### src/rtl/mlb_cfg_pkg.sv
// Shared types and geometry helpers for the MAC config-chain loader.
package mlb_cfg_pkg;

  typedef enum logic [1:0] {
    CFG_IDLE  = 2'd0,
    CFG_SHIFT = 2'd1,
    CFG_DRAIN = 2'd2
  } cfg_state_t;

  // The chain must hold a whole number of words, at least one.
  function automatic bit cfg_geometry_ok(input int chain_len, input int word_w);
    return (word_w > 0) && (chain_len >= word_w) && ((chain_len % word_w) == 0);
  endfunction

  function automatic int cfg_idx_width(input int word_w);
    return (word_w > 1) ? $clog2(word_w) : 1;
  endfunction

endpackage

### src/rtl/config_chain_loader_if.sv
// Config-word and readback-word valid/ready streams between host and loader.
interface config_chain_loader_if #(
  parameter int WORD_W = 8
);
  logic [WORD_W-1:0] cfg_data;
  logic              cfg_valid;
  logic              cfg_ready;
  logic [WORD_W-1:0] rb_data;
  logic              rb_valid;
  logic              rb_ready;

  modport master (
    output cfg_data, cfg_valid, rb_ready,
    input  cfg_ready, rb_data, rb_valid
  );

  modport slave (
    input  cfg_data, cfg_valid, rb_ready,
    output cfg_ready, rb_data, rb_valid
  );
endinterface

### src/rtl/cfg_word_shifter.sv
// TX parallel-in/serial-out and RX serial-in/parallel-out for one config word.
// Both sides move in lockstep, so a single bit index marks the word boundary.
module cfg_word_shifter
  import mlb_cfg_pkg::*;
#(
  parameter int WORD_W = 8
) (
  input  logic              clk,
  input  logic              reset,
  input  logic              load,
  input  logic [WORD_W-1:0] load_data,
  input  logic              shift,
  input  logic              ser_in,
  output logic              ser_out,
  output logic              occupied,
  output logic              last_bit,
  output logic [WORD_W-1:0] rx_word
);
  localparam int IDX_W = cfg_idx_width(WORD_W);

  logic [WORD_W-1:0] tx_sr_reg;
  logic              occupied_reg;
  logic [IDX_W-1:0]  idx_reg;

  assign last_bit = (idx_reg == IDX_W'(WORD_W - 1));
  assign ser_out  = tx_sr_reg[0];
  assign occupied = occupied_reg;

  // A load in the same cycle as the final shift refills the register seamlessly.
  always_ff @(posedge clk or negedge reset) begin
    if (!reset) begin
      tx_sr_reg    <= '0;
      occupied_reg <= 1'b0;
      idx_reg      <= '0;
    end else begin
      if (load) begin
        tx_sr_reg    <= load_data;
        occupied_reg <= 1'b1;
      end else if (shift) begin
        tx_sr_reg <= tx_sr_reg >> 1;
        if (last_bit) begin
          occupied_reg <= 1'b0;
        end
      end
      if (shift) begin
        idx_reg <= last_bit ? '0 : idx_reg + 1'b1;
      end
    end
  end

  // The completed word includes the tail bit arriving this cycle.
  generate
    if (WORD_W == 1) begin : g_rx_bit
      assign rx_word = ser_in;
    end else begin : g_rx_word
      logic [WORD_W-2:0] rx_sr_reg;
      logic [WORD_W-2:0] rx_sr_next;
      if (WORD_W == 2) begin : g_two
        assign rx_sr_next = ser_in;
      end else begin : g_wide
        assign rx_sr_next = {ser_in, rx_sr_reg[WORD_W-2:1]};
      end
      always_ff @(posedge clk or negedge reset) begin
        if (!reset) begin
          rx_sr_reg <= '0;
        end else if (shift) begin
          rx_sr_reg <= rx_sr_next;
        end
      end
      assign rx_word = {ser_in, rx_sr_reg};
    end
  endgenerate

endmodule

### src/rtl/config_chain_loader.sv
// Head-of-column config chain loader: serializes config words into the scan
// chain while capturing the previous chain contents as readback words.
module config_chain_loader
  import mlb_cfg_pkg::*;
#(
  parameter int CHAIN_LEN = 64,
  parameter int WORD_W    = 8
) (
  input  logic                  clk,
  input  logic                  reset,
  input  logic                  start,
  output logic                  busy,
  output logic                  done,
  config_chain_loader_if.slave  bus,
  output logic                  config_en,
  output logic                  config_in,
  input  logic                  config_out
);
  localparam int N_WORDS = CHAIN_LEN / WORD_W;
  localparam int BIT_W   = $clog2(CHAIN_LEN + 1);
  localparam int WCNT_W  = $clog2(N_WORDS + 1);

  generate
    if (!cfg_geometry_ok(CHAIN_LEN, WORD_W)) begin : g_bad_geometry
      $error("config_chain_loader: CHAIN_LEN must be a non-zero multiple of WORD_W");
    end
  endgenerate

  cfg_state_t        state_reg;
  cfg_state_t        state_next;
  logic              done_reg;
  logic              done_next;
  logic [BIT_W-1:0]  bit_cnt_reg;
  logic [WCNT_W-1:0] words_acc_reg;
  logic [WORD_W-1:0] rb_data_reg;
  logic              rb_valid_reg;

  logic              tx_bit;
  logic              occupied;
  logic              last_bit;
  logic [WORD_W-1:0] rx_word;
  logic              in_shift;
  logic              rb_stall;
  logic              cfg_accept;
  logic              rb_fire;
  logic              last_shift;

  cfg_word_shifter #(
    .WORD_W (WORD_W)
  ) u_shifter (
    .clk       (clk),
    .reset     (reset),
    .load      (cfg_accept),
    .load_data (bus.cfg_data),
    .shift     (config_en),
    .ser_in    (config_out),
    .ser_out   (tx_bit),
    .occupied  (occupied),
    .last_bit  (last_bit),
    .rx_word   (rx_word)
  );

  assign in_shift = (state_reg == CFG_SHIFT);
  // Completing a new RX word would overwrite an unconsumed one, so hold the chain.
  assign rb_stall   = occupied && last_bit && rb_valid_reg && !bus.rb_ready;
  assign config_en  = in_shift && occupied && !rb_stall;
  assign config_in  = config_en & tx_bit;
  assign bus.cfg_ready = in_shift && (words_acc_reg < WCNT_W'(N_WORDS)) &&
                         (!occupied || (config_en && last_bit));
  assign cfg_accept = bus.cfg_valid && bus.cfg_ready;
  assign rb_fire    = rb_valid_reg && bus.rb_ready;
  assign last_shift = config_en && (bit_cnt_reg == BIT_W'(CHAIN_LEN - 1));

  assign busy        = (state_reg != CFG_IDLE);
  assign done        = done_reg;
  assign bus.rb_data  = rb_data_reg;
  assign bus.rb_valid = rb_valid_reg;

  always_comb begin
    state_next = state_reg;
    done_next  = 1'b0;
    case (state_reg)
      CFG_IDLE: begin
        if (start) begin
          state_next = CFG_SHIFT;
        end
      end
      CFG_SHIFT: begin
        if (last_shift) begin
          state_next = CFG_DRAIN;
        end
      end
      CFG_DRAIN: begin
        // Only the final readback word can be pending once shifting is over.
        if (rb_fire) begin
          state_next = CFG_IDLE;
          done_next  = 1'b1;
        end
      end
      default: state_next = CFG_IDLE;
    endcase
  end

  always_ff @(posedge clk or negedge reset) begin
    if (!reset) begin
      state_reg <= CFG_IDLE;
      done_reg  <= 1'b0;
    end else begin
      state_reg <= state_next;
      done_reg  <= done_next;
    end
  end

  always_ff @(posedge clk or negedge reset) begin
    if (!reset) begin
      bit_cnt_reg   <= '0;
      words_acc_reg <= '0;
    end else if ((state_reg == CFG_IDLE) && start) begin
      bit_cnt_reg   <= '0;
      words_acc_reg <= '0;
    end else begin
      if (config_en) begin
        bit_cnt_reg <= bit_cnt_reg + 1'b1;
      end
      if (cfg_accept) begin
        words_acc_reg <= words_acc_reg + 1'b1;
      end
    end
  end

  // A completion in the same cycle as a handshake keeps rb_valid high.
  always_ff @(posedge clk or negedge reset) begin
    if (!reset) begin
      rb_data_reg  <= '0;
      rb_valid_reg <= 1'b0;
    end else if (config_en && last_bit) begin
      rb_data_reg  <= rx_word;
      rb_valid_reg <= 1'b1;
    end else if (rb_fire) begin
      rb_valid_reg <= 1'b0;
    end
  end

endmodule

### src/flat_wrapper.sv
// flat-port wrapper written by rule: the top's interface ports become plain ports
module config_chain_loader_flat import mlb_cfg_pkg::*;
#(
  parameter int CHAIN_LEN = 64,
  parameter int WORD_W    = 8
)
  (clk, reset, start, busy, done, config_en, config_in, config_out, bus_cfg_data, bus_cfg_valid, bus_rb_ready, bus_cfg_ready, bus_rb_data, bus_rb_valid);
  config_chain_loader_if #(.WORD_W(WORD_W)) bus_i ();
  input  logic clk;
  input  logic reset;
  input  logic start;
  output logic busy;
  output logic done;
  output logic config_en;
  output logic config_in;
  input  logic config_out;
  input wire logic [$bits(bus_i.cfg_data)-1:0] bus_cfg_data;
  input wire logic [$bits(bus_i.cfg_valid)-1:0] bus_cfg_valid;
  input wire logic [$bits(bus_i.rb_ready)-1:0] bus_rb_ready;
  output wire logic [$bits(bus_i.cfg_ready)-1:0] bus_cfg_ready;
  output wire logic [$bits(bus_i.rb_data)-1:0] bus_rb_data;
  output wire logic [$bits(bus_i.rb_valid)-1:0] bus_rb_valid;
  assign bus_i.cfg_data = bus_cfg_data;
  assign bus_i.cfg_valid = bus_cfg_valid;
  assign bus_i.rb_ready = bus_rb_ready;
  assign bus_cfg_ready = bus_i.cfg_ready;
  assign bus_rb_data = bus_i.rb_data;
  assign bus_rb_valid = bus_i.rb_valid;
  config_chain_loader #(.CHAIN_LEN(CHAIN_LEN), .WORD_W(WORD_W)) u_core (.clk(clk), .reset(reset), .start(start), .busy(busy), .done(done), .bus(bus_i), .config_en(config_en), .config_in(config_in), .config_out(config_out));
endmodule
### config.mk
export PLATFORM = sky130hd
export DESIGN_NAME = config_chain_loader_flat
export DESIGN_NICKNAME = d
export VERILOG_FILES = /design/src/rtl/mlb_cfg_pkg.sv /design/src/rtl/config_chain_loader_if.sv /design/src/rtl/cfg_word_shifter.sv /design/src/rtl/config_chain_loader.sv /design/src/flat_wrapper.sv
export SDC_FILE = /design/constraint.sdc
export NUM_CORES = 1
export LEC_CHECK = 0
export CORE_MARGIN = 2
export CORE_UTILIZATION = 53
export CTS_CLUSTER_DIAMETER = 200
export DETAILED_ROUTE_END_ITERATION = 16
export HOLD_SLACK_MARGIN = 0.06
export PLACE_DENSITY_LB_ADDON = 0.08
export SYNTH_ARGS = -nofsm -noshare
export SYNTH_HDL_FRONTEND = slang
export SYNTH_SLANG_ARGS = --single-unit
### constraint.sdc
create_clock -name clk -period 1.9 [get_ports clk]
set_input_delay 0.19 -clock clk [delete_from_list [all_inputs] [get_ports clk]]
set_output_delay 0.19 -clock clk [all_outputs]
set_load 0.05 [all_outputs]
==> summary.txt <==
Critical path
  • WP buf/inv: 1
  • CP top delay family: simple AND/OR/NAND/NOR gates
  • CP Class: reg -> out
  • CP peak stage delay: 0.40 ns
  • Worst EP arrival: 1.69 ns
  • Critical Path Fanout Max: 5
  • Slowest-stage cell, CP: dfrtp_1
  • Worst setup EP type: primary output
  • Data required time of the worst path: 1.71 ns
  • Worst-path cell chain: ha_2 > ha_4 > nand3b_1 > and3_4 > buf_12
  • Setup crit start kind: flop

Power
  • Net Sw Power: 0.00176 W
  • Clk pwr share: 16.7%
  • Reg power frac: 35.6%
  • Fraction of power spent switching nets: 40.1%
  • Comb pwr share: 47.8%
  • Power per cell area: 1770 nW/um2
  • Internal: 0.00263 W
  • Max IR drop VDD: 0.00122 V
  • Leakage: 1.14 nW

Run status
  • Status: complete, no violations

Timing
  • Final Max Slew Viols: 0
  • Slew margin rel.: 65.5%
  • Final setup fails: 0
  • Fin crit period: 1.88 ns
  • Min Hold Slack: 0.408 ns
  • Setup slack after layout: 0.0218 ns
  • RSZ-0062 raised after global routing: yes
  • Final worst path period share: 98.9%
  • Final TNS setup: 0 ns
  • Worst-case clock skew: 0.00381 ns
  • Fmax: 532 MHz
  • Worst-Margin Slew: 0.518 ns
  • Final Hold Viols: 0

Global routing
  • Gr ovfl total: 0
  • Initial antenna violation count: 0
  • Gr usage total: 22.8%
  • Largest net degree at the start of global routing: 43
  • Vias in the first global route: 1571
  • First-pass GRT wire length: 7120 um

Synthesis
  • Top-count cell post-synth: nand2_1
  • Synth Cell Area: 1880 um2
  • Post-synth cell types: 39
  • Synth top area cells: dfrtp_1, nand2_1, mux2_2, a31oi_1, ha_1
  • Async SR Flop Fraction: 100%
  • Seq cells post-synth: 42
  • Synth top area share: 56.0%
  • Syn avg cell area: 10.2 um2
  • Synth Warn #: 0
  • Ys flop type: dfrtp_1
  • Synth Instances: 184
  • Register area share after synthesis: 56.0%
  • Syn nets: 202
  • Commonest cells in the netlist: nand2_1, dfrtp_1, nor3_1
  • Number of flops mapped to enable cells by yosys: 0
  • Largest area contributor in the netlist: dfrtp_1

Drt
  • Mean routed wirelength per cell: 14.7 um
  • Vias: 1497
  • Routed WL: 4080 um
  • Routed Antenna Nets: 0
  • Vias per Instance: 5.38
  • Drc violations: 0
  • TritonRoute pass-1 iters: 4
  • Initial DRC count: 46

Clocking
  • CTS tree: built
  • CTS H-Tree Depth: 2
  • Root Buffer Master: clkbuf_4
  • TritonCTS buffer count: 5
  • Skew-Pair Late Insertion Delay: 0.34 ns
  • CTS Sinks: 42
  • CTS max path bufs: 2
  • Clock Pin Slew Worst Setup and Hold Paths: 0.12 ns

Floorplanning
  • FP Rows: 21
  • Starting Density: 55.8%
  • Core region area: 3360 um2
  • Die Area: 4030 um2
  • Die Y: 63.5 um
  • Top Ports: 28
  • Die Wd: 63.5 um

Placed design
  • Port Buffers: 27
  • Pre-CTS setup slack: 0.0593 ns
  • GP Congestion: 0.778
  • Post-DP HPWL: 2550 um

Finish
  • Synthesis-to-finish area growth: 31.8%
  • Share of cells above drive strength 1: 21.1%
  • # nets final: 249
  • Diodes inserted: 0
  • Fin util: 73.5%

Hold path
  • Type of the most critical hold path: in -> reg

Flow run
  • Max cap viols: 0
-- per-stage QoR --
step / power (W) / cell area [um2] / instances
floorplan: 0.00283 / 1880 / 184
global placement: 0.00336 / 2230 / 256
detailed placement: 0.00346 / 2230 / 256
CTS: 0.00430 / 2440 / 273
global route: 0.00468 / 2470 / 278
finish: 0.00439 / 2470 / 278
-- cell families after synthesis --
kind of cell	synth area share (%)
simple gates	23.4
flops	56.0
fa+ha+maj	2.67
xor+xnor	1.40
buf+inv	2.87
compound gates	8.33
mux	5.33
-- worst register-to-register path, cell delays in order, from the launching register on --
cell and delay (ns):
dfrtp_1 0.40, ha_2 0.20, ha_4 0.17, nand3b_1 0.20, buf_4 0.16, nand3_4 0.10
or3_1 0.35, a21oi_1 0.15
-- metal layers --
layer | track usage (%) | wire, um | up-vias
met5 | 0 | 0 | -
met2 | 38.9 | 2010 | 39
met3 | 6.61 | 162 | 10
met1 | 28.0 | 1830 | 724
met4 | 6.52 | 82 | 0
li1 | - | - | 724
-- layout make-up --
cell class / instances / area, um2
clock inverter: 2 / 60.1
multi-input combinational: 132 / 792
clock buffer: 6 / 51.3
tap: 46 / 57.6
inverter: 4 / 22.5
fill: 267 / 890
timing repair buffer: 46 / 439
sequential: 42 / 1050
-- placed cells by master, fill, tap and decap left out, drive strengths merged, types with 2 or more instances in the layout --
cell,n
or3,2
nand3,8
nor3b,3
dfrtp,42
o31ai,2
nand2b,2
a31oi,8
nor3,9
buf,22
a21oi,4
ha,4
xor2,2
nor2,6
clkdlybuf4s50,22
and2,3
nand2,49
bufinv,2
clkbuf,6
nand4,2
and3,2
o21ai,7
nor2b,2
inv,4
mux2,8
-- what timing repair did --
action | 4_1_cts | 5_1_grt
hold buffers | 1 | 0
endpoints found under the hold margin | 42 | 0
resized for setup | 9 | 0
endpoints found under the setup margin | 4 | 5
setup buffers | 8 | 6
cloned | 0 | 0
pin swaps | 2 | 6
-- path summary, 6_finish.rpt --
kind / startpoint / endpoint / slack, ns / cells after the start
worst min-delay path: config_out / u_core.u_shifter.g_rx_word.rx_sr_reg[6] / 0.41 / 3
min in group asynchronous: reset / u_core.done / 0.42 / 3
max in group asynchronous: reset / u_core.bus.rb_data[1] / 1.12 / 3
worst max-delay path: u_core.u_shifter.idx_reg[1] / config_in / 0.02 / 5
worst max register to register: u_core.u_shifter.idx_reg[1] / u_core.bit_cnt_reg[6] / 0.10 / 7
worst min register to register: u_core.u_shifter.g_rx_word.rx_sr_reg[0] / u_core.u_shifter.g_rx_word.rx_sr_reg[0] / 0.49 / 2
-- power by group through the flow --
stage / Sequential [W] / Clock [W] / Combinational (W)
2_1_floorplan: 0.00180 / 0 / 0.00103
3_3_place_gp: 0.00153 / 0 / 0.00183
3_5_place_dp: 0.00156 / 0 / 0.00190
4_1_cts: 0.00155 / 0.000745 / 0.00200
5_1_grt: 0.00162 / 0.000788 / 0.00228
6_report: 0.00156 / 0.000731 / 0.00210
Power figures use the tool's default switching activity.
